## src/rtl/pauli_frame_writer_if.sv

```systemverilog
// Bundle of signals for the Pauli frame writer: the decoder correction
// channel, the async-read / sync-write frame-tracker port, the dump control
// inputs and the streamed frame output.
//   slave  : view taken by pauli_frame_writer
//   master : view taken by whatever drives corrections / hosts the tracker
interface pauli_frame_writer_if #(
  parameter int ADDR_W = 6
);
  // decoder correction channel
  logic              corr_valid;
  logic              corr_ready;
  logic [ADDR_W-1:0] corr_addr;
  logic [1:0]        corr_pauli;    // {Z,X}
  // frame tracker port
  logic [ADDR_W-1:0] trk_rd_addr;
  logic [1:0]        trk_rd_pauli;
  logic              trk_wr_en;
  logic [ADDR_W-1:0] trk_wr_addr;
  logic [1:0]        trk_wr_pauli;
  // dump control
  logic              dump_req;
  logic              dump_clear;
  logic              dump_busy;
  // streamed frame output
  logic              out_valid;
  logic              out_ready;
  logic [ADDR_W-1:0] out_addr;
  logic [1:0]        out_pauli;
  logic              out_last;
  // status
  logic [15:0]       upd_cnt;
  logic              err_range;
  logic              err_clr;

  modport slave (
    input  corr_valid, corr_addr, corr_pauli, trk_rd_pauli,
           dump_req, dump_clear, out_ready, err_clr,
    output corr_ready, trk_rd_addr, trk_wr_en, trk_wr_addr, trk_wr_pauli,
           dump_busy, out_valid, out_addr, out_pauli, out_last,
           upd_cnt, err_range
  );

  modport master (
    output corr_valid, corr_addr, corr_pauli, trk_rd_pauli,
           dump_req, dump_clear, out_ready, err_clr,
    input  corr_ready, trk_rd_addr, trk_wr_en, trk_wr_addr, trk_wr_pauli,
           dump_busy, out_valid, out_addr, out_pauli, out_last,
           upd_cnt, err_range
  );
endinterface

```

## src/rtl/pauli_frame_writer.sv

```systemverilog
// Pauli frame writer: applies decoder corrections to an external frame
// tracker with zero-cycle read-modify-write, and on request streams the whole
// frame out (optionally zeroing each entry as it leaves).
// Ports:
//   clk    : sole clock, posedge
//   rst_n  : asynchronous active-low reset
//   bus    : pauli_frame_writer_if.slave (correction, tracker, dump, stream,
//            update counter and sticky range error)
module pauli_frame_writer #(
  parameter int NUM_QUBITS = 49,
  parameter int ADDR_W     = $clog2(NUM_QUBITS)
) (
  input  logic                    clk,
  input  logic                    rst_n,
  pauli_frame_writer_if.slave     bus
);

  typedef enum logic [0:0] {
    ST_IDLE = 1'b0,
    ST_DUMP = 1'b1
  } state_e;

  localparam int unsigned             NUM_U    = NUM_QUBITS;
  localparam logic [ADDR_W-1:0]       LAST_IDX = ADDR_W'(NUM_QUBITS - 1);

  state_e            state_q;
  logic [ADDR_W-1:0] scan_q;       // dump scan counter
  logic              clr_q;        // dump_clear latched at dump start
  logic              busy_q;
  logic [15:0]       upd_cnt_q;
  logic              err_q;

  logic              corr_fire_s;
  logic              in_range_s;
  logic              apply_s;
  logic              range_err_s;
  logic              out_hs_s;
  logic              dump_start_s;
  logic [15:0]       upd_cnt_d;
  logic              err_d;

  // Handshake qualifiers; the range test is done at 32 bits so that a
  // power-of-two NUM_QUBITS cannot alias to zero.
  always_comb begin
    corr_fire_s  = bus.corr_valid && (state_q == ST_IDLE);
    in_range_s   = 32'(bus.corr_addr) < NUM_U;
    apply_s      = corr_fire_s && in_range_s && (bus.corr_pauli != 2'b00);
    range_err_s  = corr_fire_s && !in_range_s;
    out_hs_s     = (state_q == ST_DUMP) && bus.out_ready;
    dump_start_s = (state_q == ST_IDLE) && bus.dump_req;
  end

  // Tracker port: combinational read-modify-write in IDLE, scan read and
  // optional zeroing write in DUMP. Writes are suppressed while in reset
  // so the strobe shows its reset value even if corr_valid is held high.
  always_comb begin
    bus.trk_rd_addr  = bus.corr_addr;
    bus.trk_wr_en    = 1'b0;
    bus.trk_wr_addr  = {ADDR_W{1'b0}};
    bus.trk_wr_pauli = 2'b00;
    if (!rst_n) begin
      bus.trk_wr_en = 1'b0;
    end else if (state_q == ST_IDLE) begin
      if (apply_s) begin
        bus.trk_wr_en    = 1'b1;
        bus.trk_wr_addr  = bus.corr_addr;
        bus.trk_wr_pauli = bus.trk_rd_pauli ^ bus.corr_pauli;
      end else begin
        bus.trk_wr_en = 1'b0;
      end
    end else begin
      bus.trk_rd_addr = scan_q;
      if (out_hs_s && clr_q) begin
        bus.trk_wr_en    = 1'b1;
        bus.trk_wr_addr  = scan_q;
        bus.trk_wr_pauli = 2'b00;
      end else begin
        bus.trk_wr_en = 1'b0;
      end
    end
  end

  // Stream and status outputs, all derived from registered state.
  always_comb begin
    bus.corr_ready = (state_q == ST_IDLE);
    bus.dump_busy  = busy_q;
    bus.out_valid  = (state_q == ST_DUMP);
    bus.out_addr   = scan_q;
    bus.out_last   = (state_q == ST_DUMP) && (scan_q == LAST_IDX);
    bus.upd_cnt    = upd_cnt_q;
    bus.err_range  = err_q;
    if (state_q == ST_DUMP) begin
      bus.out_pauli = bus.trk_rd_pauli;
    end else begin
      bus.out_pauli = 2'b00;
    end
  end

  // Dump FSM with scan counter, latched clear flag and busy flag.
  always_ff @(posedge clk or negedge rst_n) begin
    if (!rst_n) begin
      state_q <= ST_IDLE;
      scan_q  <= {ADDR_W{1'b0}};
      clr_q   <= 1'b0;
      busy_q  <= 1'b0;
    end else begin
      case (state_q)
        ST_IDLE: begin
          if (bus.dump_req) begin
            state_q <= ST_DUMP;
            scan_q  <= {ADDR_W{1'b0}};
            clr_q   <= bus.dump_clear;
            busy_q  <= 1'b1;
          end
        end
        ST_DUMP: begin
          // dump_req is ignored here; only a handshake moves the scan
          if (bus.out_ready) begin
            if (scan_q == LAST_IDX) begin
              state_q <= ST_IDLE;
              scan_q  <= {ADDR_W{1'b0}};
              clr_q   <= 1'b0;
              busy_q  <= 1'b0;
            end else begin
              scan_q <= scan_q + {{(ADDR_W-1){1'b0}}, 1'b1};
            end
          end
        end
        default: begin
          state_q <= ST_IDLE;
          scan_q  <= {ADDR_W{1'b0}};
          clr_q   <= 1'b0;
          busy_q  <= 1'b0;
        end
      endcase
    end
  end

  // Next values for the update counter and sticky range error. A dump start
  // clears the counter even if a correction is applied in the same cycle;
  // a new range error beats a simultaneous err_clr.
  always_comb begin
    upd_cnt_d = upd_cnt_q;
    err_d     = err_q;
    if (dump_start_s) begin
      upd_cnt_d = 16'h0000;
    end else if (apply_s && (upd_cnt_q != 16'hFFFF)) begin
      upd_cnt_d = upd_cnt_q + 16'h0001;
    end else begin
      upd_cnt_d = upd_cnt_q;
    end
    if (range_err_s) begin
      err_d = 1'b1;
    end else if (bus.err_clr) begin
      err_d = 1'b0;
    end else begin
      err_d = err_q;
    end
  end

  // Status registers.
  always_ff @(posedge clk or negedge rst_n) begin
    if (!rst_n) begin
      upd_cnt_q <= 16'h0000;
      err_q     <= 1'b0;
    end else begin
      upd_cnt_q <= upd_cnt_d;
      err_q     <= err_d;
    end
  end

endmodule

```

## src/flat_wrapper.sv

```systemverilog
// flat-port wrapper written by rule: the top's interface ports become plain ports
module pauli_frame_writer_flat 
#(
  parameter int NUM_QUBITS = 49,
  parameter int ADDR_W     = $clog2(NUM_QUBITS)
)
  (clk, rst_n, bus_corr_valid, bus_corr_addr, bus_corr_pauli, bus_trk_rd_pauli, bus_dump_req, bus_dump_clear, bus_out_ready, bus_err_clr, bus_corr_ready, bus_trk_rd_addr, bus_trk_wr_en, bus_trk_wr_addr, bus_trk_wr_pauli, bus_dump_busy, bus_out_valid, bus_out_addr, bus_out_pauli, bus_out_last, bus_upd_cnt, bus_err_range);
  pauli_frame_writer_if #(.ADDR_W(ADDR_W)) bus_i ();
  input  logic clk;
  input  logic rst_n;
  input wire logic [$bits(bus_i.corr_valid)-1:0] bus_corr_valid;
  input wire logic [$bits(bus_i.corr_addr)-1:0] bus_corr_addr;
  input wire logic [$bits(bus_i.corr_pauli)-1:0] bus_corr_pauli;
  input wire logic [$bits(bus_i.trk_rd_pauli)-1:0] bus_trk_rd_pauli;
  input wire logic [$bits(bus_i.dump_req)-1:0] bus_dump_req;
  input wire logic [$bits(bus_i.dump_clear)-1:0] bus_dump_clear;
  input wire logic [$bits(bus_i.out_ready)-1:0] bus_out_ready;
  input wire logic [$bits(bus_i.err_clr)-1:0] bus_err_clr;
  output wire logic [$bits(bus_i.corr_ready)-1:0] bus_corr_ready;
  output wire logic [$bits(bus_i.trk_rd_addr)-1:0] bus_trk_rd_addr;
  output wire logic [$bits(bus_i.trk_wr_en)-1:0] bus_trk_wr_en;
  output wire logic [$bits(bus_i.trk_wr_addr)-1:0] bus_trk_wr_addr;
  output wire logic [$bits(bus_i.trk_wr_pauli)-1:0] bus_trk_wr_pauli;
  output wire logic [$bits(bus_i.dump_busy)-1:0] bus_dump_busy;
  output wire logic [$bits(bus_i.out_valid)-1:0] bus_out_valid;
  output wire logic [$bits(bus_i.out_addr)-1:0] bus_out_addr;
  output wire logic [$bits(bus_i.out_pauli)-1:0] bus_out_pauli;
  output wire logic [$bits(bus_i.out_last)-1:0] bus_out_last;
  output wire logic [$bits(bus_i.upd_cnt)-1:0] bus_upd_cnt;
  output wire logic [$bits(bus_i.err_range)-1:0] bus_err_range;
  assign bus_i.corr_valid = bus_corr_valid;
  assign bus_i.corr_addr = bus_corr_addr;
  assign bus_i.corr_pauli = bus_corr_pauli;
  assign bus_i.trk_rd_pauli = bus_trk_rd_pauli;
  assign bus_i.dump_req = bus_dump_req;
  assign bus_i.dump_clear = bus_dump_clear;
  assign bus_i.out_ready = bus_out_ready;
  assign bus_i.err_clr = bus_err_clr;
  assign bus_corr_ready = bus_i.corr_ready;
  assign bus_trk_rd_addr = bus_i.trk_rd_addr;
  assign bus_trk_wr_en = bus_i.trk_wr_en;
  assign bus_trk_wr_addr = bus_i.trk_wr_addr;
  assign bus_trk_wr_pauli = bus_i.trk_wr_pauli;
  assign bus_dump_busy = bus_i.dump_busy;
  assign bus_out_valid = bus_i.out_valid;
  assign bus_out_addr = bus_i.out_addr;
  assign bus_out_pauli = bus_i.out_pauli;
  assign bus_out_last = bus_i.out_last;
  assign bus_upd_cnt = bus_i.upd_cnt;
  assign bus_err_range = bus_i.err_range;
  pauli_frame_writer #(.NUM_QUBITS(NUM_QUBITS), .ADDR_W(ADDR_W)) u_core (.clk(clk), .rst_n(rst_n), .bus(bus_i));
endmodule
```

## config.mk

```make
export PLATFORM = sky130hd
export DESIGN_NAME = pauli_frame_writer_flat
export DESIGN_NICKNAME = d
export VERILOG_FILES = /design/src/rtl/pauli_frame_writer_if.sv /design/src/rtl/pauli_frame_writer.sv /design/src/flat_wrapper.sv
export SDC_FILE = /design/constraint.sdc
export NUM_CORES = 1
export LEC_CHECK = 0
export ABC_AREA = 1
export CORE_MARGIN = 2
export CORE_UTILIZATION = 42
export DETAILED_ROUTE_END_ITERATION = 8
export GPL_TIMING_DRIVEN = 0
export HOLD_SLACK_MARGIN = 0.03
export PLACE_DENSITY = 0.77
export REMOVE_ABC_BUFFERS = 1
export SLEW_MARGIN = 20
export SYNTH_ARGS = -nofsm -noshare
export SYNTH_HDL_FRONTEND = slang
export SYNTH_SLANG_ARGS = --single-unit
```

## constraint.sdc

```tcl
create_clock -name clk -period 1.55 [get_ports clk]
set_clock_uncertainty 0.15 [all_clocks]
set_input_delay 0.2325 -clock clk [delete_from_list [all_inputs] [get_ports clk]]
set_output_delay 0.2325 -clock clk [all_outputs]
set_load 0.005 [all_outputs]
```

# Word level (Yosys, flattened, before mapping)
# Cells that the tools add are included.
[op_classes]
n_bitwise = 2
eq_ne = 5
n_div = 0
n_mux = 32
n_mul = 0
addsub = 2
reduce_logical = 15
n_lt_le_gt_ge = 1
n_shift = 0
[ops]
columns = ["operator", "n"]
rows = [
  ["$mux 6", 9],
  ["$mux 16", 2],
  ["$add 16x1->16 const B", 1],
  ["$ne 16x16->1 const B", 1],
  ["$mux 1", 13],
  ["$pmux 6 s2", 1],
  ["$logic_and 1x1->1", 9],
  ["$mux 2", 4],
  ["$add 6x1->6 const B", 1],
  ["$eq 6x6->1 const B", 1],
  ["$lt 6x6->1 const B", 1],
  ["$ne 2x2->1 const B", 3],
  ["$pmux 1 s2", 3],
  ["$reduce_bool 2->1", 3],
  ["$reduce_and 3->1", 1],
  ["$reduce_and 2->1", 1],
  ["$xor 2x2->2", 1],
  ["$logic_not 1->1", 1],
  ["$not 1->1", 1],
]
[totals]
output_inout_bits = 44
ff_bits = 26
elab_cells = 63
input_bits = 17
mem_bits_rw = 0
latchBits = 0
rom_bits = 0
n_memories = 0

# Logic depth before layout (Yosys ltp)
# Gate-level depths: netlist of the first run.
[logic_depth]
word_depth = 7
ltp_mapped = 10
mapped_depth_nobuf = 9

# Worst setup path after synthesis of the first run
# No wires, ideal clock.
[synth_path]
path_type = "register -> register"
start = "reg u_core.upd_cnt_q[0] (netlist: u_core.bus.upd_cnt[0])"
end = "reg u_core.upd_cnt_q[9] (netlist: u_core.bus.upd_cnt[9])"
period_less_slack_ns = 1.705
required_ns = 1.334
setup_slack_ns = -0.155
n_path_buf = 1
path_stages_with_launch = 11
setup_time_ns = 0.066
arrival_ns = 1.489
path_cell_list = "dfrtp_1 > ha_1 > nand2_1 > nor2_4 > nand2_2 > nor2_4 > nor2_4 > nor2_8 > buf_6 > nand2_1 > nand2_1"
[synth_via]
elab_chain_cells = 3
word_cells_on_any_way = 6
cone_classes = "1 x add/sub; 1 x eq/ne; 2 x mux; 2 x reduce/logical"
[synth_lines]
columns = ["element", "line_no", "rtl"]
rows = [
  ["from (decl)", "pauli_frame_writer.sv:30", "logic [15:0] upd_cnt_q;"],
  ["from (signal assigned)", "pauli_frame_writer.sv:167", "upd_cnt_q <= upd_cnt_d;"],
  ["$add 16x1->16 or $ne 16x16->1 (tied branches)", "pauli_frame_writer.sv:148, pauli_frame_writer.sv:147", ""],
  ["$mux 16 or $logic_and 1x1->1 (tied branches)", "pauli_frame_writer.sv:147", "end else if (apply_s && (upd_cnt_q != 16'hFFFF)) begin"],
  ["$mux 16 or $reduce_bool 2->1 (tied branches)", "--", ""],
]
# Parallel ways exist; a longest one is shown, timed or not. The select of a mux whose other input is x is not followed.
# A chain may end at the register's enable or synchronous reset.

# Final worst setup path of the first run
[layout_path]
start = "reg u_core.state_q (netlist: u_core.bus.out_valid)"
end = "out bus_trk_wr_addr[4]"
[layout_via]
elab_chain_cells = 7
word_cells_on_any_way = 10
cone_classes = "4 x mux; 1 x bitwise; 5 x reduce/logical"
[layout_lines]
columns = ["element", "line_no", "rtl"]
rows = [
  ["from (decl)", "pauli_frame_writer.sv:26", "state_e state_q;"],
  ["from (signal assigned)", "pauli_frame_writer.sv:102", "state_q <= ST_IDLE;"],
  ["from (signal assigned)", "pauli_frame_writer.sv:110", "state_q <= ST_DUMP;"],
  ["from (signal assigned)", "pauli_frame_writer.sv:120", "state_q <= ST_IDLE;"],
  ["$not 1->1", "pauli_frame_writer.sv:45", "corr_fire_s = bus.corr_valid && (state_q == ST_IDLE);"],
  ["$logic_and 1x1->1", "pauli_frame_writer.sv:45", ""],
  ["$logic_and 1x1->1 (2 in series)", "pauli_frame_writer.sv:47", "apply_s = corr_fire_s && in_range_s && (bus.corr_pauli != 2'b00);"],
  ["$mux 6", "pauli_frame_writer.sv:64", "if (apply_s) begin"],
  ["$mux 6 *", "pauli_frame_writer.sv:63", "end else if (state_q == ST_IDLE) begin"],
  ["$mux 6 *", "pauli_frame_writer.sv:61", "if (!rst_n) begin"],
  ["to (decl)", "flat_wrapper.sv:22", "output wire logic [$bits(bus_i.trk_wr_addr)-1:0] bus_trk_wr_addr;"],
]
# Every way passes the cells marked *; elsewhere a longest branch is shown, timed or not.

==> results of run 1 <==
power by group:
| part | internal (uW) | total, uW | switching [uW] |
|---|---|---|---|
| clock network | 228 | 451 | 223 |
| logic | 730 | 1460 | 728 |
| registers | 788 | 912 | 125 |
| total | 1750 | 2820 | 1080 |
kinds of logic (layout without fill, tap and decap cells):
logic type	Yosys count	after routing
AOI/OAI and AO/OA	21	21
DFF	26	26
xor gates and xnor gates	8	8
adders and majority gates	3	3
muxes	2	2
buffers and inverters	36	160
and+or+nand+nor	173	175
state kept, by name (all words and copies together), names as in the netlist:
signal                count
u_core.bus.dump_busy      1
u_core.bus.upd_cnt       16
u_core.clr_q              1
u_core.bus.out_valid      1
u_core.bus.err_range      1
u_core.bus.out_addr       6
how the worst max path moves through the flow:
stage	from	endpoint	slack [ns]	depth (start not counted)
global placement	rst_n	bus_trk_wr_addr[4]	-1.93	4
finish	u_core.bus.out_valid	bus_trk_wr_addr[4]	-0.58	5
global route	u_core.bus.out_valid	bus_trk_wr_addr[4]	-0.58	5
CTS	u_core.bus.out_valid	bus_trk_wr_addr[1]	-0.43	10
detailed placement	rst_n	bus_trk_wr_addr[4]	-0.94	4
floorplan	u_core.bus.upd_cnt[0]	u_core.bus.upd_cnt[8]	-0.13	9
layer usage:
layer | share of wire (%) | routed length [um] | vias to the layer above | GRT usage [%]
met1 | 38 | 2920 | 1137 | 32.7
li1 | - | - | 1130 | -
met4 | 3.4 | 258 | 0 | 16.7
met2 | 52 | 3960 | 137 | 52.9
met3 | 6.9 | 530 | 26 | 5.05
met5 | 0 | 0 | - | 0
timing repair:
| item | CTS | global route |
|---|---|---|
| cloned | 2 | 0 |
| hold buffers | 2 | 0 |
| endpoints found under the hold margin | 26 | 0 |
| endpoints found under the setup margin | 67 | 47 |
| buffers inserted | 57 | 10 |
| gates resized for setup | 170 | 55 |
| pin swaps | 27 | 28 |
synth_stat cells, drive strengths merged:
library cell | n | area [um^2]
nand2 | 98 | 378
xnor2 | 2 | 17.5
o22ai | 1 | 6.26
o32ai | 1 | 8.76
buf | 4 | 30.0
nand3 | 18 | 90.1
nand3b | 2 | 15.0
ha | 3 | 37.5
o21bai | 1 | 7.51
nand4 | 15 | 93.8
o21ai | 7 | 35.0
inv | 31 | 121
nor2 | 33 | 173
nor3 | 7 | 35.0
clkbuf | 1 | 3.75
o211ai | 1 | 7.51
a21oi | 10 | 50.1
xor2 | 6 | 52.6
mux2i | 1 | 10.0
mux2 | 1 | 11.3
dfrtp | 26 | 651
cells in the final DEF, fill, tap and decap left out, types with 2 or more instances in the layout:
cell	synthesis	routed
buf_2	0	14
dlymetal6s2s_1	0	4
nand3b_1	2	2
nand2_4	0	7
buf_12	0	3
a21oi_4	0	2
nand2_1	94	72
xor2_1	6	6
o21ai_1	0	6
buf_4	2	40
nor3_4	0	2
dfrtp_2	0	8
nand3_1	18	17
clkbuf_8	0	4
nand4_1	15	15
nor3_1	7	2
inv_1	29	22
nor2_1	27	17
a21oi_1	10	2
inv_2	1	6
buf_6	1	22
ha_4	0	2
nor3_2	0	3
nand2_2	4	18
a21oi_2	0	6
dlygate4sd2_1	0	24
dfrtp_1	26	18
clkdlybuf4s50_1	0	16
nand2_8	0	2
nor2_4	4	13
nor2_2	1	3
xnor2_1	2	2
critical path, cell delays in order, from the launching register on:
cell and delay [ns]:
dfrtp_2 0.51, buf_4 0.19, nor2_4 0.23, nand2_1 0.13, o32ai_2 0.20, buf_2 0.20
metrics by stage:
step	std cells	total power (uW)	area, um^2	utilization (%)	TNS [ns]
5_1_grt	447	2960	3400	79.3	-18.52
3_5_place_dp	376	1710	2460	57.3	-22.49
4_1_cts	441	2530	3170	73.9	-11.06
2_1_floorplan	264	1230	1800	-	-2.20
3_3_place_gp	376	1690	2470	57.4	-45.38
6_report	447	2820	3400	79.3	-16.06
cell type report:
class | instances | area share, %
Sequential cell | 26 | 19.4
Multi-Input combinational cell | 209 | 40.2
Timing Repair Buffer | 125 | 33.0
Tap cell | 52 | 1.91
Inverter | 31 | 3.90
Clock buffer | 4 | 1.62
==> impl_metrics.yaml, run 1 <==
outcome:
  outcome: "finished with violations"
  failed_checks: "setup timing"
setup_path:
  r2r-start: "u_core.bus.out_valid"
  cp.required_ns: 1.17
  crit_fanout: 6
  r2r-end: "u_core.bus.upd_cnt[2]"
  path_class: "reg -> out"
  critPathCaptureType: "output port"
  startpoint_type: "register"
  r2r_slack_ns: -0.37
  cp.arrival_ns: 1.75
  r2r.worst_path.cells: 10
detailed_routing:
  drc_errors: 0
  firstDrtPassIters: 4
  drtIter0Drc: 132
  routedWlPerCell_um: 17.2
  via_per_inst: 5.44
  wirelength_um: 7670
  ant_nets: 0
  vias: 2430
floorplanning:
  die_w_um: 70.1
  die_h_um: 70.1
  pin_count: 61
  coreArea_um2: 4290
  start_util_pct: 42.7
  dieArea_um2: 4910
  rows: 24
global_route:
  first_global_vias: 2469
  grt.total_usage_pct: 29.5
  grt_max_degree: 27
  overflow: 0
  grt_pass1_wl_um: 11600
  antenna_found_initial: 0
layout:
  drive_gt1_share_pct: 41.8
  num-nets-final: 416
  multi_input_area_um2: 1370
  fillers: 270
  n_antenna_cell: 0
  regArea_um2: 661
  area_growth_pct: 85.6
sta:
  slew_viol_final: 0
  worst_slack_ns: -0.578
  setup-violations-final: 45
  final.min_clock_period_ns: 2.13
  finalCritPeriodShare_pct: 137
  worst_slew_pin_slew_ns: 0.309
  hold_ws_ns: 0.361
  relSlewSlack_pct: 79.4
  rsz0062_at_grt: "true"
  fmaxAchievable_ghz: 0.470
  hold_viol_final: 0
cts:
  cts_sinks: 26
  path_clk_slew_ns: 0.10
  clock_path_buffers: 2
  cts-root-buf: "clkbuf_8"
  cts_tree: "done"
  cts_max_level: 1
  numCtsBuffers: 3
  clk_latency_ns: 0.28
yosys:
  syn_avg_cell_area_um2: 6.82
  synth_xor_area_share_pct: 3.82
  synthDistinctLibCells: 29
  syn_inst: 269
  synth_compound_area_share_pct: 6.28
  synthMuxAreaShare_pct: 1.16
  seq_area_frac_synth_pct: 35.5
  synthAdderAreaFrac_pct: 2.05
  ys_warn_count: 0
  synthSimpleGateAreaFrac_pct: 42.8
  synth_seq_cells: 26
  synth_area_um2: 1830
  synth_top_family_by_area: "simple AND/OR/NAND/NOR gates"
min_path:
  hold_path_class: "reg -> reg"
  hold_end: "u_core.bus.dump_busy"
  hp-start: "u_core.bus.dump_busy"
  worstHoldPathCells: 2
placed_design:
  gp_congestion: 0.926
  pre_cts_slack_ns: -0.937
  portBuffers: 60
  dp_hpwl_um: 3540
run:
  maxCapViolCount: 0
pwr:
  p_per_area_nw_per_um2: 829
  leakage_uw: 0.00176
  ir_drop_mv: 0.499
Power figures use the tool's default switching activity.
==> run 2, diff against run 1 <==
- PLACE_DENSITY: 0.77 -> 0.78
- SLEW_MARGIN: 20 -> 40
==> impl_metrics.yaml, run 2 (synthesis gave the netlist of run 1 again) <==
cts:
  path_clk_slew_ns: 0.10
  cts_max_level: 1
  clk_latency_ns: 0.28
  clock_path_buffers: 2
  cts-root-buf: "clkbuf_8"
  cts_sinks: 26
  cts_tree: "done"
  numCtsBuffers: 3
sta:
  setup-violations-final: 42
  final.min_clock_period_ns: 1.96
  worst_slew_pin_slew_ns: 0.267
  rsz0062_at_grt: "true"
  finalCritPeriodShare_pct: 126
  hold_viol_final: 0
  worst_slack_ns: -0.409
  slew_viol_final: 0
  relSlewSlack_pct: 82.2
  fmaxAchievable_ghz: 0.510
detailed_routing:
  routedWlPerCell_um: 15.0
  via_per_inst: 5.26
  drc_errors: 0
  vias: 2342
  ant_nets: 0
  wirelength_um: 6670
  drtIter0Drc: 143
  firstDrtPassIters: 4
placed_design:
  dp.cells: 376
  dp_hpwl_um: 3620
  gp_congestion: 0.913
  portBuffers: 60
global_route:
  grt_pass1_wl_um: 10600
  grt_max_degree: 27
  first_global_vias: 2309
  overflow: 0
  antenna_found_initial: 0
  grt.total_usage_pct: 26.5
floorplanning:
  coreArea_um2: 4290
  pin_count: 61
  die_w_um: 70.1
  start_util_pct: 42.7
  dieArea_um2: 4910
  rows: 24
  die_h_um: 70.1
min_path:
  worstHoldPathCells: 5
  hold_end: "u_core.bus.err_range"
  hp-start: "bus_corr_addr[5]"
  hold_path_class: "in -> reg"
setup_path:
  path_class: "reg -> out"
  r2r.worst_path.cells: 8
  cp.required_ns: 1.17
  critPathCaptureType: "output port"
  cp.arrival_ns: 1.58
  startpoint_type: "register"
  r2r-start: "u_core.bus.out_valid"
  r2r-end: "u_core.bus.upd_cnt[5]"
  r2r_slack_ns: -0.26
  crit_fanout: 7
pwr:
  ir_drop_mv: 0.495
  power.total_uw: 2740
  internal-power_uw: 1790
  p_seq_share_pct: 32.8
  switching_share_pct: 34.7
  p_per_area_nw_per_um2: 845
  switching_power_uw: 951
  leakage_uw: 0.00170
  p_clk_share_pct: 21.1
  pwr-share-comb_pct: 46.1
layout:
  drive_gt1_share_pct: 38.2
  final_common_cell: "nand2_1"
  final_cell_mix: "nand2_1 (77), buf_4 (44), inv_1 (22)"
  largest_reg_flops: 16
  fillers: 308
  num-nets-final: 414
  n_antenna_cell: 0
  fin_cells: 445
  area_growth_pct: 76.9
outcome:
  outcome: "finished with violations"
  failed_checks: "setup timing"
run:
  maxCapViolCount: 0
==> run 2: metal layers <==
layer,GRT usage [%],wire (um),part of all wire (%)
met2,50.2,3520,53
met5,0,0,0
met3,3.46,438,6.6
met4,6.84,109,1.6
met1,31.4,2610,39
==> run 2: per-stage QoR <==
step	utilization, %	area, um^2	hold WS [ns]	setup WS (ns)	setup TNS (ns)
4_1_cts	72.2	3100	0.336	-0.410	-8.65
2_1_floorplan	-	1800	-0.213	-0.128	-2.20
3_5_place_dp	57.3	2460	0.157	-0.933	-22.74
5_1_grt	75.6	3240	0.363	-0.503	-13.26
3_3_place_gp	57.4	2470	0.306	-1.93	-45.74
6_report	75.6	3240	0.324	-0.409	-10.40
==> run 2: layout make-up <==
type                       count  area [um^2]  area share, %
clock buffer                   3         41.3           1.27
multi-input combinational    209         1260           38.8
inverter                      31          128           3.93
clock inverter                 1         30.0          0.926
timing repair buffer         123         1060           32.7
tap                           52         65.1           2.01
sequential                    26          661           20.4
==> run 2: power groups by stage <==
stage               sequential (uW)  combinational (uW)  clock, uW
CTS                             896                1170        583
detailed placement              944                 781          0
global placement                937                 748          0
finish                          899                1260        578
floorplan                       914                 319          0
global route                    914                1370        607
==> run 2: what timing repair did <==
item	4_1_cts	5_1_grt
hold buffers	2	0
gates cloned	2	0
setup endpoints to repair	67	46
hold endpoints to repair	26	0
pin swaps	36	28
setup buffers	49	12
resized for setup	152	38
==> run 2: worst max path at each step <==
stage,from,endpoint,slack (ns),cells past startpoint
finish,u_core.bus.out_valid,bus_trk_wr_addr[0],-0.41,8
global route,u_core.bus.out_valid,bus_trk_wr_addr[3],-0.50,8
CTS,u_core.bus.out_valid,bus_trk_rd_addr[1],-0.41,3
detailed placement,rst_n,bus_trk_wr_addr[4],-0.93,4
global placement,rst_n,bus_trk_wr_addr[4],-1.93,4
floorplan,u_core.bus.upd_cnt[0],u_core.bus.upd_cnt[8],-0.13,9
==> run 2: critical path: stages (launching register included) <==
cell and delay, ns:
dfrtp_2 0.51, clkinv_4 0.10, nand2_4 0.05, nor2_4 0.10, nand2_4 0.09, inv_4 0.09, nand2_1 0.06, a21oi_1 0.16
buf_2 0.15
==> run 3, diff against run 2 <==
- clock period: 1.55 -> 1.8 ns (I/O delays scaled with it)
==> impl_metrics.yaml, run 3 (synthesis gave the netlist of run 1 again) <==
layout:
  final_cell_mix: "nand2_1 (79), clkdlybuf4s50_1 (40), inv_1 (24)"
  area_growth_pct: 59.8
  fin_cells: 409
  drive_gt1_share_pct: 27.7
  final_common_cell: "nand2_1"
  final_core_util_pct: 68.3
  num-nets-final: 378
  fillers: 352
  largest_reg_flops: 16
  n_antenna_cell: 0
global_route:
  grt_max_degree: 27
  grt_pass1_wl_um: 9250
  antenna_found_initial: 0
  grt.total_usage_pct: 22.9
  first_global_vias: 2082
  overflow: 0
floorplanning:
  start_util_pct: 42.7
  pin_count: 61
  coreArea_um2: 4290
  dieArea_um2: 4910
  rows: 24
  die_h_um: 70.1
  die_w_um: 70.1
detailed_routing:
  vias: 2134
  routedWlPerCell_um: 13.7
  drtIter0Drc: 98
  via_per_inst: 5.22
  ant_nets: 0
  drc_errors: 0
  wirelength_um: 5620
  firstDrtPassIters: 4
sta:
  hold_viol_final: 0
  slew_viol_final: 0
  worst_slew_pin_slew_ns: 0.291
  hold_ws_ns: 0.334
  finalCritPeriodShare_pct: 112
  setup-violations-final: 24
  final.min_clock_period_ns: 2.02
  rsz0062_at_grt: "true"
  relSlewSlack_pct: 80.6
  setup_tns_ns: -2.14
  fmaxAchievable_ghz: 0.494
  worst_slack_ns: -0.224
pwr:
  switching_share_pct: 33.3
  ir_drop_mv: 0.376
  power.total_uw: 2140
  p_per_area_nw_per_um2: 729
  pwr-share-comb_pct: 39.7
  internal-power_uw: 1430
  p_seq_share_pct: 37.3
  p_clk_share_pct: 23.0
  leakage_uw: 0.00142
  switching_power_uw: 712
setup_path:
  crit_fanout: 7
  cp.required_ns: 1.38
  critical_path.cell_chain: "nand2_2 > o21ai_1 > clkdlybuf4s50_1"
  path_class: "reg -> out"
  cp.arrival_ns: 1.60
  critPathSlowestCell: "clkdlybuf4s50_1"
  critPathCaptureType: "output port"
  startpoint_type: "register"
  path_delay_family: "buffers and inverters"
  critical_path_buf_inv_count: 1
  critical_path.max_stage_delay_ns: 0.52
cts:
  numCtsBuffers: 3
  clk_latency_ns: 0.27
  cts_max_level: 1
  clock_path_buffers: 2
  cts-root-buf: "clkbuf_8"
  cts_tree: "done"
  path_clk_slew_ns: 0.09
  cts_sinks: 26
run:
  maxCapViolCount: 0
outcome:
  failed_checks: "setup timing"
  outcome: "finished with violations"
placed_design:
  dp_hpwl_um: 3620
  portBuffers: 60
  dp.cells: 376
  gp_congestion: 0.913
min_path:
  hold_path_class: "reg -> reg"
[run 3: cell count changes in the layout (fill, tap and decap cells not counted), moves of 4 or more]
cell / change
clkdlybuf4s50_1: +23
nor2_1: +4
buf_6: -5
buf_4: -30
buf_2: -5
dlygate4sd2_1: -17
[run 3: cell type report]
type	instances	area, um^2	area share, %
Inverter	31	128	4.35
Multi-Input combinational cell	209	1200	40.9
Tap cell	52	65.1	2.22
Timing Repair Buffer	87	810	27.6
Clock buffer	3	41.3	1.41
Clock inverter	1	30.0	1.02
Sequential cell	26	658	22.4
[run 3: repair_timing]
item,in CTS,in global routing
hold buffers,2,0
endpoints found under the hold margin,26,0
buffers inserted,19,6
pin swaps,14,23
cloned,2,0
gates resized for setup,97,32
setup endpoints to repair,40,40
[run 3: worst paths after layout]
check	from	to	slack (ns)	cells after the start
max in group asynchronous	rst_n	u_core.bus.upd_cnt[8]	0.93	3
worst min-delay path	u_core.bus.dump_busy	u_core.bus.dump_busy	0.33	2
worst min register to register	u_core.bus.dump_busy	u_core.bus.dump_busy	0.33	2
worst max register to register	u_core.bus.out_valid	u_core.bus.upd_cnt[11]	-0.02	11
min in group asynchronous	rst_n	u_core.bus.out_addr[4]	0.40	3
worst max-delay path	u_core.bus.out_valid	bus_trk_rd_addr[1]	-0.22	3
[run 3: power groups by stage]
stage                     combinational [uW]  sequential [uW]  clock, uW
after CTS                                810              786        502
after global routing                     943              816        521
after floorplan                          275              787          0
after global placement                   644              806          0
final                                    848              798        492
after detailed placement                 672              813          0
[run 3: routing by layer]
metal | routed length [um] | track usage, % | vias to the layer above
li1 | - | - | 1041
met1 | 2310 | 26.9 | 1009
met2 | 2880 | 42.6 | 76
met3 | 370 | 4.04 | 8
met4 | 51 | 5.98 | 0
met5 | 0 | 0 | -
[run 3: tightest hold or removal path: stages (launching register included)]
cell and delay (ns):
dfrtp_1 0.36, nand2_1 0.05, nand2_1 0.05
[run 3: through the flow]
stage,cell area (um^2),setup WS (ns)
2_1_floorplan,1800,0.122
3_3_place_gp,2470,-1.75
3_5_place_dp,2460,-0.758
4_1_cts,2800,-0.198
5_1_grt,2930,-0.299
6_report,2930,-0.224
